File: src/rtl/prv664_bus_define.sv
// Shared AXI bus definitions: B/R response encodings and the default ID width.
package prv664_bus_define;

  localparam int BUS_ID_W = 4;

  localparam logic [1:0] RESP_OKAY   = 2'b00;
  localparam logic [1:0] RESP_EXOKAY = 2'b01;
  localparam logic [1:0] RESP_SLVERR = 2'b10;
  localparam logic [1:0] RESP_DECERR = 2'b11;

  function automatic logic [1:0] resp_of(input logic err);
    return err ? RESP_SLVERR : RESP_OKAY;
  endfunction

endpackage

File: src/rtl/bus_sync_fifo.sv
// Single-clock FIFO with registered full/empty flags; push while full and
// pop while empty are ignored. Storage is not reset.
module bus_sync_fifo #(
  parameter int WIDTH = 1,
  parameter int DEPTH = 4
) (
  input  logic             clk_i,
  input  logic             arst_i,
  input  logic             push_i,
  input  logic [WIDTH-1:0] din_i,
  input  logic             pop_i,
  output logic [WIDTH-1:0] dout_o,
  output logic             full_o,
  output logic             empty_o
);

  localparam int AW = $clog2(DEPTH);

  logic [AW:0]      r_wr_ptr, r_rd_ptr;
  logic [AW:0]      w_wr_nxt, w_rd_nxt;
  logic [WIDTH-1:0] r_mem [DEPTH];
  logic             r_full, r_empty;
  logic             w_push, w_pop;
  logic             w_full_nxt, w_empty_nxt;

  assign w_push = push_i && !r_full;
  assign w_pop  = pop_i && !r_empty;

  assign w_wr_nxt = r_wr_ptr + {{AW{1'b0}}, w_push};
  assign w_rd_nxt = r_rd_ptr + {{AW{1'b0}}, w_pop};

  // Extra pointer MSB distinguishes full from empty when the index bits match.
  assign w_full_nxt  = (w_wr_nxt[AW] != w_rd_nxt[AW]) &&
                       (w_wr_nxt[AW-1:0] == w_rd_nxt[AW-1:0]);
  assign w_empty_nxt = (w_wr_nxt == w_rd_nxt);

  always_ff @(posedge clk_i or posedge arst_i) begin
    if (arst_i) begin
      r_wr_ptr <= '0;
      r_rd_ptr <= '0;
      r_full   <= 1'b0;
      r_empty  <= 1'b1;
    end else begin
      r_wr_ptr <= w_wr_nxt;
      r_rd_ptr <= w_rd_nxt;
      r_full   <= w_full_nxt;
      r_empty  <= w_empty_nxt;
    end
  end

  always_ff @(posedge clk_i) begin
    if (w_push) r_mem[r_wr_ptr[AW-1:0]] <= din_i;
  end

  assign dout_o  = r_mem[r_rd_ptr[AW-1:0]];
  assign full_o  = r_full;
  assign empty_o = r_empty;

endmodule

File: src/rtl/axi_b_resp_gen.sv
// Slave-side AXI write-response generator: pairs accepted AW IDs with W
// completions in order and issues one B response per burst.
module axi_b_resp_gen
  import prv664_bus_define::*;
#(
  parameter int ID_W  = BUS_ID_W,
  parameter int DEPTH = 4
) (
  input  logic                     clk_i,
  input  logic                     arst_i,
  input  logic                     aw_fire_i,
  input  logic [ID_W-1:0]          aw_id_i,
  output logic                     aw_ready_o,
  input  logic                     wdone_valid_i,
  input  logic                     wdone_err_i,
  output logic                     wdone_ready_o,
  output logic [ID_W-1:0]          bid_o,
  output logic [1:0]               bresp_o,
  output logic                     bvalid_o,
  input  logic                     bready_i,
  output logic [$clog2(DEPTH):0]   pending_o
);

  localparam int CW = $clog2(DEPTH) + 1;

  logic            w_id_full, w_id_empty, w_d_full, w_d_empty;
  logic [ID_W-1:0] w_id_head;
  logic            w_err_head;
  logic            w_aw_push, w_b_hs, w_load;

  logic            r_bvalid;
  logic [ID_W-1:0] r_bid;
  logic [1:0]      r_bresp;
  logic [CW-1:0]   r_pending;

  assign w_aw_push = aw_fire_i && !w_id_full;
  assign w_b_hs    = r_bvalid && bready_i;
  // The output register reloads when empty or being drained this cycle.
  assign w_load    = !w_id_empty && !w_d_empty && (!r_bvalid || bready_i);

  bus_sync_fifo #(.WIDTH(ID_W), .DEPTH(DEPTH)) u_id_fifo (
    .clk_i   (clk_i),
    .arst_i  (arst_i),
    .push_i  (aw_fire_i),
    .din_i   (aw_id_i),
    .pop_i   (w_load),
    .dout_o  (w_id_head),
    .full_o  (w_id_full),
    .empty_o (w_id_empty)
  );

  bus_sync_fifo #(.WIDTH(1), .DEPTH(DEPTH)) u_done_fifo (
    .clk_i   (clk_i),
    .arst_i  (arst_i),
    .push_i  (wdone_valid_i),
    .din_i   (wdone_err_i),
    .pop_i   (w_load),
    .dout_o  (w_err_head),
    .full_o  (w_d_full),
    .empty_o (w_d_empty)
  );

  always_ff @(posedge clk_i or posedge arst_i) begin
    if (arst_i) begin
      r_bvalid <= 1'b0;
      r_bid    <= '0;
      r_bresp  <= RESP_OKAY;
    end else if (w_load) begin
      r_bvalid <= 1'b1;
      r_bid    <= w_id_head;
      r_bresp  <= resp_of(w_err_head);
    end else if (w_b_hs) begin
      r_bvalid <= 1'b0;
    end
  end

  always_ff @(posedge clk_i or posedge arst_i) begin
    if (arst_i) begin
      r_pending <= '0;
    end else begin
      case ({w_aw_push, w_b_hs})
        2'b10:   r_pending <= r_pending + CW'(1);
        2'b01:   r_pending <= r_pending - CW'(1);
        default: r_pending <= r_pending;
      endcase
    end
  end

  a_no_push_when_full: assert property (
    @(posedge clk_i) disable iff (arst_i) aw_fire_i |-> !w_id_full);

  assign aw_ready_o    = !w_id_full;
  assign wdone_ready_o = !w_d_full;
  assign bvalid_o      = r_bvalid;
  assign bid_o         = r_bid;
  assign bresp_o       = r_bresp;
  assign pending_o     = r_pending;

endmodule

File: config.mk
export PLATFORM = sky130hd
export DESIGN_NAME = axi_b_resp_gen
export DESIGN_NICKNAME = d
export VERILOG_FILES = /design/src/rtl/prv664_bus_define.sv /design/src/rtl/bus_sync_fifo.sv /design/src/rtl/axi_b_resp_gen.sv
export SDC_FILE = /design/constraint.sdc
export NUM_CORES = 1
export LEC_CHECK = 0
export ABC_AREA = 1
export CORE_UTILIZATION = 37
export CTS_BUF_LIST = sky130_fd_sc_hd__clkbuf_8
export CTS_CLUSTER_SIZE = 20
export DETAILED_ROUTE_END_ITERATION = 16
export PLACE_DENSITY = 0.65
export SLEW_MARGIN = 20
export SYNTH_ARGS = -nofsm -noshare
export SYNTH_HDL_FRONTEND = slang
export SYNTH_SLANG_ARGS = --single-unit
File: constraint.sdc
create_clock -name clk_i -period 3.4 [get_ports clk_i]
set_input_delay 0.34 -clock clk_i [delete_from_list [all_inputs] [get_ports clk_i]]
set_output_delay 0.34 -clock clk_i [all_outputs]
set_load 0.005 [all_outputs]
Word level (Yosys, flattened, before mapping)
Memories as Yosys holds them, arrays and structs flattened. A register that Yosys moved wholly into a read port is not among the register bits. Index checks and enable logic that the tools add are counted.

Flip-flop bits (word level): 22. Bits in latches: 0. RAM bits: 20. Memory bits (read-only): 0. Bits of input ports: 10. Output and inout bits: 12. Word-level logic and storage cells: 52. Memories: 2.

Add/subtract/negate cells: 6. $mul: 0. Divide/modulo/power cells: 0. Order comparisons: 0. Equality and inequality tests: 8. Shift operators: 0. Muxes and demuxes: 8. Bitwise gates (word level): 0. Reductions and logical operators: 17.

Memories: u_id_fifo.r_mem (depth 4, bits a word 4, rd ports 1, clocked after memory_dff 1, wr ports 1, line bus_sync_fifo.sv:21) `logic [WIDTH-1:0] r_mem [DEPTH];`; u_done_fifo.r_mem (depth 4, bits a word 1, rd ports 1, clocked after memory_dff 0, wr ports 1, line bus_sync_fifo.sv:21).

Operator list (count): 3-bit by 1-bit adder with 3-bit output (4); 1-bit logical AND (9); 3-bit equality test (2); 1-bit 2-to-1 mux (6); 3-bit one-hot mux with 2 select lines (1); 1-bit zero test (5); 2-bit equality test (2); 2-bit nonzero test (2); 3-bit by 1-bit adder with 3-bit output, second input constant (1); 3-bit by 1-bit subtractor with 3-bit output, second input constant (1); 2-bit by 1-bit equality test with 1-bit output, second input constant (1); 2-bit equality test, second input constant (1); 2-bit 2-to-1 mux (1); 1-bit != test (2); 1-bit logical OR (1).

Depth between registers and ports, before layout
Word-level depth: 7. Depth in mapped cells: 11. Depth with buffers taken out: 11.

Cells and area by module
From an unflattened synthesis, not the netlist that was laid out.

Cells, all modules: 214. Area, all modules: 2112.0 um^2.

Modules (own cells, without submodules): bus_sync_fifo (u_id_fifo) (times used 1, cells each 98, area an instance 1082.3 um^2, sequential area each 681.9 um^2); bus_sync_fifo (u_done_fifo) (times used 1, cells each 62, area an instance 575.6 um^2, sequential area each 321.6 um^2); axi_b_resp_gen (times used 1, cells each 54, area an instance 454.2 um^2, sequential area each 225.2 um^2).

Worst setup path before layout
OpenSTA, ideal clock, no wires.

Path type: register -> register. From: register u_done_fifo.r_empty, in the netlist u_done_fifo.empty_o. To: register u_done_fifo.r_empty, in the netlist u_done_fifo.empty_o. Setup time: 0.067 ns. Arrival: 1.438 ns. Data required time: 3.333 ns. Slack: 1.895 ns. Cell stages (with the launch flop): 8. Path buffers: 0. Period minus slack after synthesis: 1.505 ns. Cell sequence: dfstp_2 > or2_4 > nor2_8 > ha_1 > ha_1 > xnor2_1 > nand2_1 > nor2_1.

Cells in the longest elaborated chain, start to end: 6.

Ends and longest elaborated chain: from (decl) (line bus_sync_fifo.sv:22) `logic r_full, r_empty;`; from (signal assigned) (line bus_sync_fifo.sv:47) `r_empty <= w_empty_nxt;`; 1-bit zero test * (line bus_sync_fifo.sv:27, axi_b_resp_gen.sv:39); 1-bit logical AND (2 in a row) (line axi_b_resp_gen.sv:39) `assign w_load = !w_id_empty && !w_d_empty && (!r_bvalid || bready_i);`; 1-bit logical AND * (line bus_sync_fifo.sv:27) `assign w_pop = pop_i && !r_empty;`; 3-bit by 1-bit adder with 3-bit output * (line bus_sync_fifo.sv:30) `assign w_rd_nxt = r_rd_ptr + {{AW{1'b0}}, w_pop};`; via u_done_fifo.w_rd_nxt[1] (line bus_sync_fifo.sv:20) `logic [AW:0] w_wr_nxt, w_rd_nxt;`; 3-bit equality test * (line bus_sync_fifo.sv:35) `assign w_empty_nxt = (w_wr_nxt == w_rd_nxt);`; via u_done_fifo.w_empty_nxt (line bus_sync_fifo.sv:24) `logic w_full_nxt, w_empty_nxt;`.

Mark *: on every way through the listed nets, which the timed path passes. The rest lies on a longest branch. A chain may end at the register's enable or synchronous reset.

Worst setup path in the final report
From: input port bready_i. To: register r_pending[2], in the netlist pending_o[2].

Cells in the longest elaborated chain, start to end: 3. Elaborated cells on any way between the ends: 5. Classes of those cells: eq/ne (2); mux (1); reduce/logical (2).

Ends and longest elaborated chain: from (decl) (line axi_b_resp_gen.sv:20) `input logic bready_i,`; 1-bit logical AND * (line axi_b_resp_gen.sv:37) `assign w_b_hs = r_bvalid && bready_i;`; 2-bit by 1-bit equality test with 1-bit output / 2-bit equality test (equally long branches) (line axi_b_resp_gen.sv:81) `case ({w_aw_push, w_b_hs})`; 3-bit one-hot mux with 2 select lines / 2-bit nonzero test (equally long branches); to (signal assigned) (line axi_b_resp_gen.sv:82) `2'b10: r_pending <= r_pending + CW'(1);`; to (signal assigned) (line axi_b_resp_gen.sv:83) `2'b01: r_pending <= r_pending - CW'(1);`; to (signal assigned) (line axi_b_resp_gen.sv:84) `default: r_pending <= r_pending;`; to (decl) (line axi_b_resp_gen.sv:34) `logic [CW-1:0] r_pending;`.

Mark *: on every way between the ends. The rest lies on a longest branch, timed or not.

==> flow_summary_export.csv <==
group,metric,value,unit
critical_path,critPathMaxFanout,3,
logic_synthesis,synth_seq_cells,45,
detailed_routing,drtIter0Drc,48,
min_path,holdPathEnd,"bid_o[3]$_DFFE_PP0N_",
critical_path,critPathKind,"in2reg",
logic_synthesis,synth_top_area_share,28.8,%
cells_and_area,nets,265,
critical_path,rr_endpoint,"u_id_fifo.full_o$_DFF_PP0_",
timing,setup_tns,0,ps
outcome,outcome,"finished, final reports clean",
floorplan,rows,26,
clocking,htree_levels,2,
detailed_routing,vias_per_cell,4.26,
logic_synthesis,synthTopCellsByArea,"edfxtp_1 (29%), dfrtp_1 (28%), nand2_1 (13%)",
grt,antenna_found_initial,0,
floorplan,core_region_area,0.00527,mm²
critical_path,worstPathCellList,"clkdlybuf4s50_1, nand2_1, inv_1, ha_1, inv_1, fa_1, nand2_1, nand3_1, xnor2_1",
timing,finalCriticalPeriod,1730,ps
detailed_routing,drc,0,
detailed_routing,dr.pass1.iters,4,
grt,gr-total-overflow,0,
critical_path,end_kind,"register",
timing,fin_crit_sh,50.8,%
logic_synthesis,ys_seq_area_share,58.9,%
place,dp_cells,308,
place,placed_area,0.00236,mm²
cells_and_area,instances_no_fill,316,
timing,setup_violations,0,
timing,finClkSkew,6.78,ps
critical_path,max_stage_delay,550,ps
floorplan,start_util,39.6,%
clocking,clk_latency,290,ps
timing,tightestPinTransition,941,ps
logic_synthesis,synth_most_common_cell,"nand2_1",
grt,grt_usage,12.4,%
critical_path,worstSetupStartpoint,"bready_i",
logic_synthesis,postSynth.asyncResetShare,55.6,%
logic_synthesis,synth_top_area_cell,"edfxtp_1",
cells_and_area,design_area,0.00249,mm²
logic_synthesis,synth_warnings,0,
clocking,postCtsHoldBufs,0,
logic_synthesis,synth_ff_type,"dfrtp_1",
clocking,cts_num_sinks,45,
floorplan,io_pins,22,
timing,grt_setup_unrepaired,"no",
cells_and_area,final_util,47.3,%
pwr,ir_worst_vdd,0.367,mV
detailed_routing,wire_per_inst,10.4,µm
timing,maxSlewHeadroom,37.2,%
logic_synthesis,synth_cells,220,
critical_path,required,3580,ps
floorplan,die_h,77.1,µm
min_path,hold_start,"bid_o[3]$_DFFE_PP0N_",
grt,grt_pass1_wl,5.73,mm
pwr,power_density,909,mW/mm²
min_path,whs_path_depth,2,
logic_synthesis,syn_nets,240,
cells_and_area,layout-drive-gt1-share,6.50,%
critical_path,r2r_slack,1770,ps
cells_and_area,fillCellCount,508,
grt,first_global_vias,1315,
logic_synthesis,syn_avg_cell_area,9.48,µm²
place,port_buffers,20,
cells_and_area,area_delta_synth_final,19.5,%
critical_path,start_kind,"input pin",
pwr,leakagePower,1.23,nW
critical_path,reg2reg_from,"u_done_fifo.empty_o$_DFF_PP1_",
critical_path,r2r_cells,10,
timing,timing.hold.ws,487,ps
place,hpwl,2.45,mm
logic_synthesis,synth_edf_count,20,
clocking,cts_buffers,5,
flow_run,maxCapViolations,0,
detailed_routing,ant_nets,0,
clocking,cts_resized,0,
clocking,post_cts_buffers,0,
logic_synthesis,synthTopCellsByCount,"nand2_1 (74), inv_1 (44), dfrtp_1 (23), edfxtp_1 (20), nand3_1 (11)",
cells_and_area,insertedDiodeCount,0,
floorplan,dieArea,0.00594,mm²
grt,grt_max_degree,26,
detailed_routing,via_count,1345,
logic_synthesis,synth_cell_type_count,19,
clocking,root_buffer,"clkbuf_8",
clocking,cts.clk_slew.worst_paths,80,ps
min_path,hp-class,"reg2reg",
critical_path,cp_slowest_cell,"clkdlybuf4s50_1",
critical_path,crit_arrival,1910,ps
floorplan,dieWidth,77.1,µm
clocking,cts_buffer_depth,2,
timing,fmax,0.579,GHz
detailed_routing,wl,3.29,mm
logic_synthesis,syn-cell-area,0.00209,mm²
timing,hold_viol_final,0,
clocking,cts_tree,"done",
timing,drv_slew,0,
place,place.gp.congestion,0.786,
-- per-layer routing --
layer / global-route usage (%) / routed length [µm] / up-vias
li1: - / - / 713
met1: 15.8 / 1590 / 607
met2: 20.1 / 1530 / 21
met3: 3.45 / 139 / 4
met4: 4.53 / 33 / 0
met5: 0 / 0 / -
-- flip-flops by register name (all words and copies together), names as in the netlist --
signal / flops
bvalid_o: 1
bid_o: 4
u_done_fifo.r_wr_ptr: 3
u_id_fifo.r_wr_ptr: 3
pending_o: 3
u_done_fifo.empty_o: 1
u_done_fifo.full_o: 1
bresp_o: 1
u_done_fifo.r_rd_ptr: 3
u_id_fifo.r_rd_ptr: 3
u_done_fifo.r_mem: 4
u_id_fifo.full_o: 1
u_id_fifo.empty_o: 1
u_id_fifo.r_mem: 16
-- power breakdown --
group / switching, mW / leakage, nW / total (mW) / internal [mW]
clock: 0.174 / 0.0681 / 0.466 / 0.292
combinational: 0.479 / 0.684 / 0.897 / 0.417
sequential: 0.134 / 0.478 / 0.904 / 0.770
-- per-stage QoR --
step / power (mW) / setup WS (ps)
2_1_floorplan: 1.55 / 1890
3_3_place_gp: 1.80 / 1390
3_5_place_dp: 1.82 / 1350
4_1_cts: 2.29 / 1670
5_1_grt: 2.46 / 1560
6_report: 2.27 / 1670
-- worst max-delay path, delay by kind of cell --
family	cells	cell delay [ps]
buf+inv	3	660
fa+ha+maj	2	540
simple gates	3	240
xor+xnor	1	130
-- how the worst max path moves through the flow --
stage / end / slack [ps] / cells after the start
global placement: pending_o[2]$_DFFE_PP0P_ / 1390 / 9
floorplan: u_done_fifo.empty_o$_DFF_PP1_ / 1890 / 7
finish: pending_o[2]$_DFFE_PP0P_ / 1670 / 9
CTS: pending_o[2]$_DFFE_PP0P_ / 1670 / 9
global route: u_done_fifo.full_o$_DFF_PP0_ / 1560 / 11
detailed placement: pending_o[2]$_DFFE_PP0P_ / 1350 / 9
-- placed cells by master (no fill, tap or decap), drive strengths merged, types with 2 or more instances in the layout --
master          n
nand3          11
xnor2           8
inv            47
clkdlybuf4s50  20
nor3            8
nor2           11
nand2          74
ha              9
dfstp           2
edfxtp         20
clkbuf          5
dfrtp          23
o21ai           2
bufinv          2
-- final cells by class --
cell class | count | area (µm²) | area share (%)
Timing Repair Buffer | 20 | 200 | 8.03
Multi-Input combinational cell | 126 | 663 | 26.6
Clock inverter | 3 | 65.1 | 2.61
Clock buffer | 5 | 68.8 | 2.76
Tap cell | 70 | 87.6 | 3.51
Inverter | 47 | 179 | 7.18
Sequential cell | 45 | 1230 | 49.3
-- cells by family after synthesis --
| family | share of synthesized area (%) |
|---|---|
| DFF | 58.9 |
| buffers and inverters | 9.30 |
| adders and majority gates | 6.36 |
| AOI/OAI and AO/OA | 0.480 |
| and+or+nand+nor | 21.4 |
| other | 0.180 |
| xor gates and xnor gates | 3.36 |
Power figures use the tool's default switching activity.
